`src/rtl/prog_loader_if.sv`:
```
// Host byte stream, instruction-memory write port and CPU run handshake of the program loader.
// The loader is the slave of the host stream; the host/bench side uses the master modport.
interface prog_loader_if #(
  parameter int IW = 9,
  parameter int AW = 10
);
  logic          in_valid;
  logic [7:0]    in_data;
  logic          in_ready;
  logic          imem_we;
  logic [AW-1:0] imem_addr;
  logic [IW-1:0] imem_wdata;
  logic          start;
  logic          cpu_done;
  logic          busy;
  logic          error;
  logic [AW:0]   words_loaded;

  modport master (
    output in_valid, in_data, cpu_done,
    input  in_ready, imem_we, imem_addr, imem_wdata, start, busy, error, words_loaded
  );

  modport slave (
    input  in_valid, in_data, cpu_done,
    output in_ready, imem_we, imem_addr, imem_wdata, start, busy, error, words_loaded
  );
endinterface

```
`src/rtl/prog_loader.sv`:
```
// Packs a host byte stream (16-bit count header, then lo/hi byte pairs) into 9-bit
// instructions, writes them from address 0, then pulses start and waits for cpu_done.
module prog_loader #(
  parameter int IW = 9,
  parameter int AW = 10
) (
  input  logic             CLK,
  input  logic             reset,
  prog_loader_if.slave     bus
);

  typedef enum logic [2:0] {
    CNT_LO, CNT_HI, INS_LO, INS_HI, WRITE, START, RUN, ERR
  } state_t;

  localparam int unsigned CAP = 2 ** AW;

  state_t        state_q, state_d;
  logic [15:0]   cnt_q, cnt_d;
  logic [AW-1:0] index_q, index_d;
  logic [7:0]    lo_q, lo_d;
  logic          hi_q, hi_d;
  logic [AW:0]   words_q, words_d;
  logic          in_ready_q, in_ready_d;
  logic          accept;
  logic [15:0]   n_new;

  always_ff @(posedge CLK) begin
    if (!reset) begin
      state_q    <= CNT_LO;
      cnt_q      <= '0;
      index_q    <= '0;
      lo_q       <= '0;
      hi_q       <= 1'b0;
      words_q    <= '0;
      in_ready_q <= 1'b0;
    end else begin
      state_q    <= state_d;
      cnt_q      <= cnt_d;
      index_q    <= index_d;
      lo_q       <= lo_d;
      hi_q       <= hi_d;
      words_q    <= words_d;
      in_ready_q <= in_ready_d;
    end
  end

  always_comb begin
    state_d = state_q;
    cnt_d   = cnt_q;
    index_d = index_q;
    lo_d    = lo_q;
    hi_d    = hi_q;
    words_d = words_q;
    accept  = bus.in_valid && in_ready_q;
    n_new   = {bus.in_data, cnt_q[7:0]};

    case (state_q)
      CNT_LO: if (accept) begin
        cnt_d[7:0] = bus.in_data;
        words_d    = '0;
        state_d    = CNT_HI;
      end
      CNT_HI: if (accept) begin
        cnt_d[15:8] = bus.in_data;
        if (n_new == 16'd0) begin
          state_d = START;
        end else if (32'(n_new) > CAP) begin
          state_d = ERR;
        end else begin
          index_d = '0;
          state_d = INS_LO;
        end
      end
      INS_LO: if (accept) begin
        lo_d    = bus.in_data;
        state_d = INS_HI;
      end
      INS_HI: if (accept) begin
        if (bus.in_data[7:1] != 7'd0) begin
          state_d = ERR;
        end else begin
          hi_d    = bus.in_data[0];
          state_d = WRITE;
        end
      end
      WRITE: begin
        words_d = words_q + (AW+1)'(1);
        if (16'(index_q) == cnt_q - 16'd1) begin
          state_d = START;
        end else begin
          index_d = index_q + AW'(1);
          state_d = INS_LO;
        end
      end
      START:   state_d = RUN;
      RUN:     if (bus.cpu_done) state_d = CNT_LO;
      ERR:     state_d = ERR;
      default: state_d = CNT_LO;
    endcase

    // Registered ready keeps in_ready low through the reset edge and free of any in_valid path.
    in_ready_d = (state_d == CNT_LO) || (state_d == CNT_HI) ||
                 (state_d == INS_LO) || (state_d == INS_HI);
  end

  assign bus.in_ready     = in_ready_q;
  assign bus.imem_we      = (state_q == WRITE);
  assign bus.imem_addr    = index_q;
  assign bus.imem_wdata   = {hi_q, lo_q};
  assign bus.start        = (state_q == START);
  assign bus.busy         = (state_q == INS_LO) || (state_q == INS_HI) ||
                            (state_q == WRITE)  || (state_q == START)  ||
                            (state_q == RUN);
  assign bus.error        = (state_q == ERR);
  assign bus.words_loaded = words_q;

endmodule

```
`src/flat_wrapper.sv`:
```
// flat-port wrapper written by rule: the top's interface ports become plain ports
module prog_loader_flat 
#(
  parameter int IW = 9,
  parameter int AW = 10
)
  (CLK, reset, bus_in_valid, bus_in_data, bus_cpu_done, bus_in_ready, bus_imem_we, bus_imem_addr, bus_imem_wdata, bus_start, bus_busy, bus_error, bus_words_loaded);
  prog_loader_if #(.IW(IW), .AW(AW)) bus_i ();
  input  logic CLK;
  input  logic reset;
  input wire logic [$bits(bus_i.in_valid)-1:0] bus_in_valid;
  input wire logic [$bits(bus_i.in_data)-1:0] bus_in_data;
  input wire logic [$bits(bus_i.cpu_done)-1:0] bus_cpu_done;
  output wire logic [$bits(bus_i.in_ready)-1:0] bus_in_ready;
  output wire logic [$bits(bus_i.imem_we)-1:0] bus_imem_we;
  output wire logic [$bits(bus_i.imem_addr)-1:0] bus_imem_addr;
  output wire logic [$bits(bus_i.imem_wdata)-1:0] bus_imem_wdata;
  output wire logic [$bits(bus_i.start)-1:0] bus_start;
  output wire logic [$bits(bus_i.busy)-1:0] bus_busy;
  output wire logic [$bits(bus_i.error)-1:0] bus_error;
  output wire logic [$bits(bus_i.words_loaded)-1:0] bus_words_loaded;
  assign bus_i.in_valid = bus_in_valid;
  assign bus_i.in_data = bus_in_data;
  assign bus_i.cpu_done = bus_cpu_done;
  assign bus_in_ready = bus_i.in_ready;
  assign bus_imem_we = bus_i.imem_we;
  assign bus_imem_addr = bus_i.imem_addr;
  assign bus_imem_wdata = bus_i.imem_wdata;
  assign bus_start = bus_i.start;
  assign bus_busy = bus_i.busy;
  assign bus_error = bus_i.error;
  assign bus_words_loaded = bus_i.words_loaded;
  prog_loader #(.IW(IW), .AW(AW)) u_core (.CLK(CLK), .reset(reset), .bus(bus_i));
endmodule
```
`config.mk`:
```
export PLATFORM = sky130hd
export DESIGN_NAME = prog_loader_flat
export DESIGN_NICKNAME = d
export VERILOG_FILES = /design/src/rtl/prog_loader_if.sv /design/src/rtl/prog_loader.sv /design/src/flat_wrapper.sv
export SDC_FILE = /design/constraint.sdc
export NUM_CORES = 1
export LEC_CHECK = 0
export BUFFER_PORTS_ARGS = -buffer_cell sky130_fd_sc_hd__buf_2
export CELL_PAD_IN_SITES_DETAIL_PLACEMENT = 0
export CELL_PAD_IN_SITES_GLOBAL_PLACEMENT = 1
export CORE_MARGIN = 2
export CORE_UTILIZATION = 46
export CTS_BUF_LIST = sky130_fd_sc_hd__clkbuf_4
export DETAILED_ROUTE_END_ITERATION = 12
export PLACE_DENSITY = 0.92
export SLEW_MARGIN = 10
export SYNTH_ARGS = -nofsm -noshare
export SYNTH_HDL_FRONTEND = slang
export SYNTH_SLANG_ARGS = --single-unit
```
`constraint.sdc`:
```
create_clock -name CLK -period 4.71 [get_ports CLK]
set_clock_uncertainty 0.15 [all_clocks]
set_input_delay 0.942 -clock CLK [delete_from_list [all_inputs] [get_ports CLK]]
set_output_delay 0.942 -clock CLK [all_outputs]
set_load 0.05 [all_outputs]
```
# Word level (Yosys, flattened, before mapping)
# Cells that the tools add are included.
[classes] n_bitwise=1 n_shift=0 n_reduce_logical=20 n_mul=0 eq_ne=16 add_sub_neg=3 n_lt_le_gt_ge=1 div=0 muxes=17
[ops] operator="2-to-1 mux 10 bit" n=4
[ops] operator="2-to-1 mux 3 bit" n=8
[ops] operator="one-hot mux 3 bit (8 select lines)" n=1
[ops] operator="one-hot mux 11 bit (2 select lines)" n=1
[ops] operator="one-hot mux 10 bit (2 select lines)" n=1
[ops] operator="== test 10 x 16 -> 1 bit" n=1
[ops] operator="greater-than comparator 16 x 11 -> 1 bit (second input constant)" n=1
[ops] operator="zero test 16 bit" n=1
[ops] operator="subtractor 16 x 1 -> 16 bit (second input constant)" n=1
[ops] operator="== test 3 x 2 -> 1 bit (second input constant)" n=4
[ops] operator="== test 3 bit (second input constant)" n=4
[ops] operator="adder 11 x 1 -> 11 bit (second input constant)" n=1
[ops] operator="2-to-1 mux 11 bit" n=1
[ops] operator="adder 10 x 1 -> 10 bit (second input constant)" n=1
[ops] operator="AND reduction 2 bit" n=4
[ops] operator="logical OR 1 bit" n=7
[ops] operator="nonzero test 7 bit" n=1
[ops] operator="== test 3 x 1 -> 1 bit (second input constant)" n=2
[ops] operator="zero test 3 bit" n=2
[ops] operator="inequality test 2 bit (second input constant)" n=3
[ops] operator="AND reduction 5 bit" n=1
[ops] operator="inequality test 2 x 1 -> 1 bit (second input constant)" n=2
[ops] operator="nonzero test 2 bit" n=2
[ops] operator="AND reduction 3 bit" n=1
[ops] operator="3 further kinds" n=3
[word_totals] latch_bits=0 ram_bits=0 output_inout_bits=35 memories=0 regBits=50 mem_bits_ro=0 wordCells=66

# Depth between registers and ports, before layout
# Gate-level depths: netlist (run 1).
[depth] depth_word=9 mapped_depth=10 mapped_depth_nobuf=9

# Least setup slack after synthesis (run 1)
# No wires, ideal clock.
[synth_timing] kind="input-to-reg" startpoint="input bus_in_valid" endpoint="register u_core.index_q[8], in the netlist u_core.bus.imem_addr[8]" setup_ns=0.115 n_path_buf=0 slack_ns=1.783 cell_stages=7 arrival_ns=2.662 path_cell_list="and3b_1 -> nand2_1 -> nor2_1 -> a31oi_1 -> a211oi_2 -> a21oi_1 -> o21a_1"
[synth_via] elab_chain_len=3
[synth_rtl] element="from (decl)" line="flat_wrapper.sv:11" text="input wire logic [$bits(bus_i.in_valid)-1:0] bus_in_valid;"
[synth_rtl] element="logical AND 1 bit" line="prog_loader.sv:55" text="accept = bus.in_valid && in_ready_q;"
[synth_rtl] element="inequality test 2 x 1 -> 1 bit (no source line)"
[synth_rtl] element="AND reduction 5 bit (no source line)"
[synth_rtl] element="to (signal assigned)" line="prog_loader.sv:40" text="index_q <= index_d;"
[synth_rtl] element="to (decl)" line="prog_loader.sv:20" text="logic [AW-1:0] index_q, index_d;"
# No other way between the ends.
# A chain may end at the register's enable or synchronous reset.

# Worst setup path in the final report (run 1)
[layout_timing] startpoint="register u_core.state_q[1]" endpoint="output bus_imem_we"
[layout_via] elab_chain_len=1
[layout_rtl] element="from (decl)" line="prog_loader.sv:18" text="state_t state_q, state_d;"
[layout_rtl] element="from (signal assigned)" line="prog_loader.sv:38" text="state_q <= state_d;"
[layout_rtl] element="== test 3 bit" line="prog_loader.sv:108" text="assign bus.imem_we = (state_q == WRITE);"
[layout_rtl] element="to (decl)" line="flat_wrapper.sv:15" text="output wire logic [$bits(bus_i.imem_we)-1:0] bus_imem_we;"
# No other way between the ends.

==> results of run 1 <==
-- cells in the final DEF (no fill, tap or decap), types with 6 or more instances in the layout --
cell      netlist  layout
mux2i_1        21      21
nand2_1        35      35
buf_2           1      46
nor2_1         37      37
inv_1           8       8
nand4_1         6       6
nor3_1          6       6
nand2b_1       10      10
a21oi_1        31      31
dfxtp_1        50      50
nand3_1        15      15
and3_1         13      13
-- synth_stat cells (all sizes together) (3+ instances only) --
library cell | count | share of area
dfxtp | 50 | 0.36
nor2 | 37 | 0.050
nand2 | 35 | 0.048
a21oi | 32 | 0.059
mux2i | 21 | 0.076
clkbuf | 15 | 0.020
nand3 | 15 | 0.027
and3 | 13 | 0.029
nand2b | 10 | 0.023
inv | 8 | 0.011
nor3 | 7 | 0.014
nand4 | 6 | 0.014
o21ai | 6 | 0.011
nor4 | 5 | 0.014
or3 | 5 | 0.011
xnor2 | 5 | 0.016
xor2 | 5 | 0.016
a31oi | 4 | 0.011
or4 | 4 | 0.012
a2111oi | 3 | 0.023
a211oi | 3 | 0.010
buf | 3 | 0.0086
ha | 3 | 0.014
nand3b | 3 | 0.0081
o211ai | 3 | 0.0081
o31ai | 3 | 0.0081
-- area by class of cell --
type | instances | area (um^2) | area share
Multi-Input combinational cell | 259 | 1650 | 0.534
Sequential cell | 50 | 1000 | 0.324
Timing Repair Buffer | 48 | 245 | 0.0794
Tap cell | 75 | 93.8 | 0.0304
Clock buffer | 5 | 37.5 | 0.0122
Inverter | 9 | 33.8 | 0.0109
Clock inverter | 3 | 26.3 | 0.00851
-- sequential cells by signal (all words and copies together) (netlist names) --
signal                   count
u_core.lo_q                  8
u_core.state_q               3
u_core.bus.in_ready          1
u_core.hi_q                  1
u_core.bus.words_loaded     11
u_core.cnt_q                16
u_core.bus.imem_addr        10
-- worst max-delay path, stage by stage, from the launching register on --
cell      delay, ns
dfxtp_1        0.59
nor2_1         0.17
nand2_1        0.39
clkinv_1       0.38
buf_2          0.32
-- routing by layer --
metal  track usage  share of wire  vias to the layer above
li1              -              -                     1290
met5             0              0                        -
met3        0.0352          0.041                        9
met2         0.332           0.44                       47
met4        0.0559          0.013                        0
met1         0.313           0.51                     1195
-- cells by family (layout without fill, tap and decap cells) --
group,count (synthesis),in the layout
AOI/OAI and AO/OA,72,72
xor gates and xnor gates,10,10
adders and majority gates,3,3
buffers and inverters,27,65
DFF,50,50
muxes,21,21
and+or+nand+nor,153,153
-- power groups by stage --
| stage | clock [W] | sequential, W | combinational, W |
|---|---|---|---|
| after floorplan | 0 | 0.000455 | 0.000106 |
| after global placement | 0 | 0.000456 | 0.000136 |
| final | 0.000220 | 0.000448 | 0.000139 |
| after global routing | 0.000245 | 0.000450 | 0.000154 |
| after CTS | 0.000226 | 0.000447 | 0.000139 |
| after detailed placement | 0 | 0.000456 | 0.000139 |
-- stage by stage --
stage	setup WS, ns	std cells
floorplan	1.78	336
global placement	1.74	441
detailed placement	1.65	441
CTS	1.36	449
global route	1.17	449
finish	1.38	449
-- how the worst max path moves through the flow --
stage / from / endpoint / slack [ns] / depth (start not counted)
final: u_core.state_q[1] / bus_imem_we / 1.38 / 4
after global placement: u_core.cnt_q[3] / u_core.bus.imem_addr[2] / 1.74 / 7
after CTS: u_core.state_q[1] / bus_imem_we / 1.36 / 4
after floorplan: bus_in_valid / u_core.bus.imem_addr[8] / 1.78 / 7
after global routing: u_core.state_q[1] / bus_imem_we / 1.17 / 4
after detailed placement: bus_in_data[0] / u_core.bus.imem_addr[3] / 1.65 / 7
==> results by group, run 1 <==
Timing
  – WHS: 0.330 ns
  – Final setup vio count: 0
  – Min cycle time layout: 3.33 ns
  – Setup tns final: 0 ns
  – Hold Fails Final Rpt: 0
  – Post-route clock period utilization: 0.708
  – Max-slew violations: 0
  – Fmax: 300 MHz
  – RSZ-0062 raised after global routing: false
  – Tightest Pin Transition: 0.823 ns
  – Worst slew margin: 0.446

Route
  – WL final: 6740 um
  – Number of remaining DRC errors: 0
  – Routed WL per cell: 15.0 um
  – Pre-antenna DRT Iters: 4
  – Iteration-0 DRC Markers: 124
  – Via/cell ratio: 5.66
  – Vias: 2541
  – Final antenna-violating net count: 0

Final layout
  – NumNets Final: 388
  – Final core occ: 0.528
  – Ant diodes: 0
  – Area grow syn2layout: 11.7%
  – Fill cell count: 569
  – Share of layout cells above drive strength 1: 0.179
  – Design area: 3090 um^2

Logic synthesis
  – Synth cell types: 61
  – Warnings from Yosys: 0
  – Synth Instances: 336
  – Syn avg cell area: 8.23 um^2
  – Top FF cell, synth: dfxtp_1
  – Post-synthesis adder-cell area fraction: 0.0136
  – Yosys reg bits: 50
  – Post-synth EDFFs: 0
  – Syn_nets: 351
  – Mapped cell area: 2770 um^2
  – Synth Area in XOR/XNOR: 0.0317
  – Post-synthesis async set-or-reset flop share: 0
  – Seq/Total Area, Yosys: 0.362
  – Largest family of logic cells by synthesized area: simple AND/OR/NAND/NOR gates
  – Synth Area in Compound Gates: 0.189
  – Post-synthesis mux area share: 0.0760
  – Synth Area in Simple Gates: 0.287

Flow run
  – MaxCap Viol Count: 0

Worst setup path
  – Worst r2r path cells: 9
  – Critical Path End Type: output pin
  – Critical path arrival: 2.24 ns
  – Required @ worst endpoint: 3.62 ns
  – R2r endpoint: u_core.bus.imem_addr[3]
  – Worst reg2reg startpoint: u_core.cnt_q[0]
  – Flop2flop setup slack: 1.66 ns
  – Crit start category: register
  – Max FO, Critical Path: 14
  – Setup CP Type: register to output pin

Power and ir drop
  – Leakage Power: 1.23 nW
  – Internal: 0.000545 W
  – NetSw: 0.000262 W
  – Sw Ratio: 0.324
  – Total power: 0.000807 W
  – PwrDens: 261 nW/um^2
  – Worst vdd ir: 0.162 mV
  – Sequential share of power: 0.555
  – Clock share of power: 0.272
  – Logic pwr share: 0.173

Clock tree
  – Post-CTS setup buffers: 0
  – CTS tree: built
  – Worst skew pair latency: 0.39 ns
  – H-Tree Depth: 2
  – Clock Sinks: 50
  – CTS max path bufs: 2
  – Reg clk slew, reported paths: 0.16 ns
  – Clk root buf: clkbuf_4
  – Resized Gates After CTS: 0
  – Cts bufs inserted: 5
  – Hold_buf cts: 0

Global routing
  – Vias in the first global route: 2164
  – Largest net degree at the start of global routing: 23
  – Total global routing overflow: 0
  – First-pass GRT wire length: 11100 um
  – Gr usage total: 0.216
  – Initial antenna violation count: 0

Place
  – RePlAce Congestion: 0.899
  – DP Wirelength: 4950 um
  – Placement Cell Area: 3020 um^2
  – Port Buf Inserts: 46

Floorplanning
  – Area of the die: 6650 um^2
  – FP Rows: 28
  – Die width: 81.5 um
  – I/O pins: 47
  – Starting Density: 0.473
  – Chip height: 81.5 um
  – Core area: 5850 um^2

Min path
  – Hold-critical path endpoint: u_core.hi_q
  – Hold_sp: u_core.hi_q
  – Hold Path Depth: 2
  – Hold Path Class: register to register

Run status
  – Status: completed
No activity file was read; power rests on OpenSTA's default activity.
==> run 2, diff against run 1 <==
- CORE_UTILIZATION: 46 -> 39
- PLACE_DENSITY: 0.92 -> 0.83
- clock period: 4.71 -> 2.75 ns (I/O delays scaled with it)
==> results by group, run 2 (synthesized netlist as in run 1, its figures left out) <==
Timing
  – Post-route clock period utilization: 0.967
  – Setup tns final: 0 ns
  – Max-slew violations: 0
  – Fmax: 376 MHz
  – Hold Fails Final Rpt: 0
  – WHS: 0.276 ns
  – Final setup vio count: 0
  – PnR worst setup slack: 0.0904 ns
  – Worst slew margin: 0.617
  – Tightest Pin Transition: 0.574 ns
  – Min cycle time layout: 2.66 ns

Final layout
  – Design area: 3430 um^2
  – Fill cell count: 694
  – Share of layout cells above drive strength 1: 0.272
  – NumNets Final: 420
  – Most common cell after layout, fill and taps aside: dfxtp_1
  – Biggest register: u_core.cnt_q
  – Area grow syn2layout: 24.0%
  – Max reg flops: 16
  – Ant diodes: 0
  – Most frequent cells in the layout: 48 x dfxtp_1, 46 x buf_2, 37 x nor2_1

Place
  – RePlAce Congestion: 0.878
  – DP Wirelength: 5300 um
  – Port Buf Inserts: 46
  – Placement Cell Area: 3240 um^2
  – Worst slack, placed: 0.0845 ns

Route
  – WL final: 7290 um
  – Number of remaining DRC errors: 0
  – Iteration-0 DRC Markers: 204
  – Vias: 2690
  – Pre-antenna DRT Iters: 4
  – Routed WL per cell: 14.5 um
  – Via/cell ratio: 5.37
  – Final antenna-violating net count: 0

Worst setup path
  – Required @ worst endpoint: 2.91 ns
  – Setup CP Type: register to register
  – Critical Path End Type: register
  – Crit start category: register
  – Critical path arrival: 2.82 ns
  – Max FO, Critical Path: 5

Power and ir drop
  – Logic pwr share: 0.231
  – Leakage Power: 1.39 nW
  – Sequential share of power: 0.534
  – Internal: 0.000972 W
  – NetSw: 0.000444 W
  – Worst vdd ir: 0.284 mV
  – Sw Ratio: 0.314
  – Clock share of power: 0.235
  – PwrDens: 413 nW/um^2

Min path
  – Hold Path Class: input pin to register

Clock tree
  – Worst skew pair latency: 0.39 ns
  – H-Tree Depth: 2
  – Cts bufs inserted: 5
  – Clk root buf: clkbuf_4
  – Reg clk slew, reported paths: 0.16 ns
  – Hold_buf cts: 0
  – CTS max path bufs: 2
  – CTS tree: built
  – Clock Sinks: 50

Run status
  – Status: completed

Floorplanning
  – FP Rows: 30
  – Starting Density: 0.405
  – Area of the die: 7780 um^2
  – Chip height: 88.2 um
  – Core area: 6830 um^2
  – I/O pins: 47
  – Die width: 88.2 um

Global routing
  – Total global routing overflow: 0
  – Largest net degree at the start of global routing: 30
  – Initial antenna violation count: 0
  – Vias in the first global route: 2359
  – Gr usage total: 0.193
  – First-pass GRT wire length: 11800 um

Flow run
  – MaxCap Viol Count: 0
[run 2: changes by cell type in the layout (fill, tap and decap cells not counted), moves of 2 or more]
cell / previous run / this run
dfxtp_2: 0 / 2
buf_4: 2 / 34
dfxtp_1: 50 / 48
clkinvlp_4: 0 / 2
inv_6: 3 / 0
[run 2: area by class of cell]
cell class,instances,area [um^2],share of cell area
clock buffer,5,37.5,0.0109
clock inverter,2,15.0,0.00438
inverter,9,33.8,0.00985
multi-input combinational,259,1730,0.506
sequential,50,1000,0.293
tap,96,120,0.0350
timing repair buffer,80,485,0.142
[run 2: timing repair]
item,CTS,global route
setup buffers,0,7
gates resized for setup,0,16
setup endpoints to repair,0,14
[run 2: metrics by stage]
| step | util | power, W | std cells |
|---|---|---|---|
| after detailed placement | 0.475 | 0.00106 | 487 |
| final | 0.502 | 0.00142 | 501 |
| after floorplan | - | 0.000962 | 336 |
| after CTS | 0.482 | 0.00139 | 494 |
| after global routing | 0.502 | 0.00149 | 501 |
| after global placement | 0.475 | 0.00106 | 487 |
[run 2: path summary, 6_finish.rpt]
kind	startpoint	endpoint	slack [ns]	depth (start not counted)
hold / removal	reset	u_core.bus.words_loaded[3]	0.28	3
setup / recovery	u_core.cnt_q[3]	u_core.bus.imem_addr[3]	0.09	7
hold reg to reg	u_core.hi_q	u_core.hi_q	0.33	2
setup reg to reg	u_core.cnt_q[3]	u_core.bus.imem_addr[3]	0.09	7
[run 2: power by group through the flow]
stage / clock network, W / logic, W / registers, W
4_1_cts: 0.000341 / 0.000294 / 0.000756
6_report: 0.000333 / 0.000327 / 0.000757
2_1_floorplan: 0 / 0.000182 / 0.000780
5_1_grt: 0.000379 / 0.000353 / 0.000760
3_5_place_dp: 0 / 0.000291 / 0.000771
3_3_place_gp: 0 / 0.000288 / 0.000771
[run 2: per-layer routing]
metal  global-route usage  routed length (um)  share of wire  vias to the layer above
met5                    0                   0              0                        -
met4               0.0455                  91          0.012                        0
met3               0.0462                 402          0.055                        8
met2                0.294                3240           0.44                       67
met1                0.277                3550           0.49                     1263
li1                     -                   -              -                     1352
[run 2: critical path: stages, from the launching register on]
cell and delay, ns:
dfxtp_1 0.33, or4_4 0.57, or4b_1 0.54, xor2_2 0.19, a31oi_2 0.14, a21oi_2 0.26, and3_1 0.22, mux2i_1 0.19
==> run 3, diff against run 2 <==
- GPL_ROUTABILITY_DRIVEN: not set -> 0
- GPL_TIMING_DRIVEN: not set -> 0
==> results by group, run 3 (synthesized netlist as in run 1, its figures left out) <==
Timing
  – RSZ-0062 raised after global routing: true
  – Min cycle time layout: 2.77 ns
  – Hold Fails Final Rpt: 0
  – Fmax: 361 MHz
  – Final setup vio count: 1
  – PnR worst setup slack: -0.0222 ns
  – WHS: 0.253 ns
  – Worst slew margin: 0.496
  – Post-route clock period utilization: 1.01
  – Tightest Pin Transition: 0.755 ns
  – Max-slew violations: 0

Power and ir drop
  – Clock share of power: 0.267
  – Sequential share of power: 0.515
  – Leakage Power: 1.38 nW
  – Total power: 0.00148 W
  – Internal: 0.000976 W
  – PwrDens: 418 nW/um^2
  – Logic pwr share: 0.217
  – Sw Ratio: 0.338
  – NetSw: 0.000499 W
  – Worst vdd ir: 0.203 mV

Final layout
  – Biggest register: u_core.cnt_q
  – Share of layout cells above drive strength 1: 0.285
  – Fill cell count: 678
  – NumNets Final: 418
  – Area of the multi-input gates: 1860 um^2
  – Ant diodes: 0
  – Sequential cell area: 1020 um^2
  – Final std cells w/o fill: 500
  – Max reg flops: 16
  – Most frequent cells in the layout: 46 x buf_2, 45 x dfxtp_1, 36 x nor2_1
  – Area grow syn2layout: 27.8%
  – Final core occ: 0.517
  – Most common cell after layout, fill and taps aside: buf_2

Route
  – Via/cell ratio: 5.55
  – Number of remaining DRC errors: 0
  – WL final: 7680 um
  – Routed WL per cell: 15.4 um
  – Vias: 2777
  – Final antenna-violating net count: 0
  – Pre-antenna DRT Iters: 5
  – Iteration-0 DRC Markers: 83

Worst setup path
  – Setup CP Type: register to register
  – Critical path arrival: 2.95 ns
  – First element of the critical path: u_core.cnt_q[3]
  – Required @ worst endpoint: 2.93 ns
  – Crit start category: register
  – CP Cell Sequence: or4_4, o41ai_4, o2111ai_2, a2111oi_4, buf_4, a21oi_4, buf_6, a21bo_1, a21oi_1
  – Critical Path End Type: register
  – Max FO, Critical Path: 5
  – Critical Path Max Stage Delay: 0.58 ns
  – Flop2flop setup slack: -0.02 ns
  – CP max stage cell: or4_4
  – Worst r2r path cells: 9
  – Worst reg2reg startpoint: u_core.cnt_q[3]

Global routing
  – Largest net degree at the start of global routing: 19
  – First-pass GRT wire length: 12200 um
  – Gr usage total: 0.200
  – Initial antenna violation count: 0
  – Vias in the first global route: 2489
  – Total global routing overflow: 0

Clock tree
  – Cts bufs inserted: 5
  – Clock Sinks: 50
  – Clk root buf: clkbuf_4
  – CTS max path bufs: 2
  – Reg clk slew, reported paths: 0.18 ns
  – Hold_buf cts: 0
  – H-Tree Depth: 2
  – Worst skew pair latency: 0.40 ns
  – CTS tree: built

Min path
  – Hold Path Class: input pin to register
  – Hold Path Depth: 3
  – Hold_sp: bus_in_data[4]

Floorplanning
  – Die width: 88.2 um
  – FP Rows: 30
  – Core area: 6830 um^2
  – Chip height: 88.2 um
  – Area of the die: 7780 um^2
  – I/O pins: 47
  – Starting Density: 0.405

Run status
  – Status: complete, but fails checks
  – Failing checks: negative setup slack

Place
  – DP Wirelength: 5230 um
  – Port Buf Inserts: 46
  – Post-Place Cells: 478

Flow run
  – MaxCap Viol Count: 0
==> run 3: cell count changes in the layout (fill, tap and decap cells not counted), sizes merged <==
cell / previous run / this run
clkbuf: 5 / 18
clkinvlp: 2 / 0
clkinv: 1 / 2
buf: 80 / 65
inv: 8 / 10
==> run 3: power groups by stage <==
| stage | clock network [W] | registers, W | logic, W |
|---|---|---|---|
| 4_1_cts | 0.000402 | 0.000761 | 0.000288 |
| 3_3_place_gp | 0 | 0.000770 | 0.000257 |
| 3_5_place_dp | 0 | 0.000770 | 0.000260 |
| 2_1_floorplan | 0 | 0.000780 | 0.000182 |
| 6_report | 0.000395 | 0.000760 | 0.000321 |
| 5_1_grt | 0.000432 | 0.000763 | 0.000348 |
==> run 3: final timing paths <==
| path | to |
|---|---|
| hold / removal | u_core.cnt_q[4] |
| hold reg to reg | u_core.hi_q |
| setup / recovery | u_core.bus.imem_addr[7] |
| setup reg to reg | u_core.bus.imem_addr[7] |
==> run 3: metrics by stage <==
stage | worst slack [ns] | setup TNS (ns) | area (um^2)
6_report | -0.0222 | -0.0222 | 3530
5_1_grt | -0.0821 | -0.482 | 3530
4_1_cts | -0.00115 | -0.00115 | 3350
3_5_place_dp | -0.340 | -2.99 | 3120
3_3_place_gp | -0.313 | -2.44 | 3120
2_1_floorplan | 0.0333 | 0 | 2770
==> run 3: metal layers <==
metal,vias to the layer above,part of all wire,GRT usage
met5,-,0,0
met4,0,0.020,0.0579
met3,16,0.059,0.0396
met2,103,0.47,0.325
met1,1306,0.45,0.269
li1,1352,-,-
==> run 3: layout make-up <==
type | instances | area share
repair buffers | 63 | 0.107
multi-input cells | 259 | 0.525
clock buffers | 5 | 0.0106
plain buffers | 15 | 0.0181
flip-flops and latches | 50 | 0.288
clock inverters | 3 | 0.00814
inverters | 9 | 0.00956
well taps | 96 | 0.0340
==> run 3: worst max-delay path: cells and delay by family, from the launching register on <==
kind / cells / cell delay [ns]
AO/OA/AOI/OAI: 6 / 1.24
AND/OR/NAND/NOR: 1 / 0.58
buffers and inverters: 2 / 0.33
flip-flops: 1 / 0.41
==> run 3: timing repair <==
action / in CTS / in global routing
gates cloned: 0 / 0
pin swaps: 12 / 15
endpoints found under the setup margin: 14 / 14
gates resized for setup: 27 / 26
setup buffers: 9 / 8
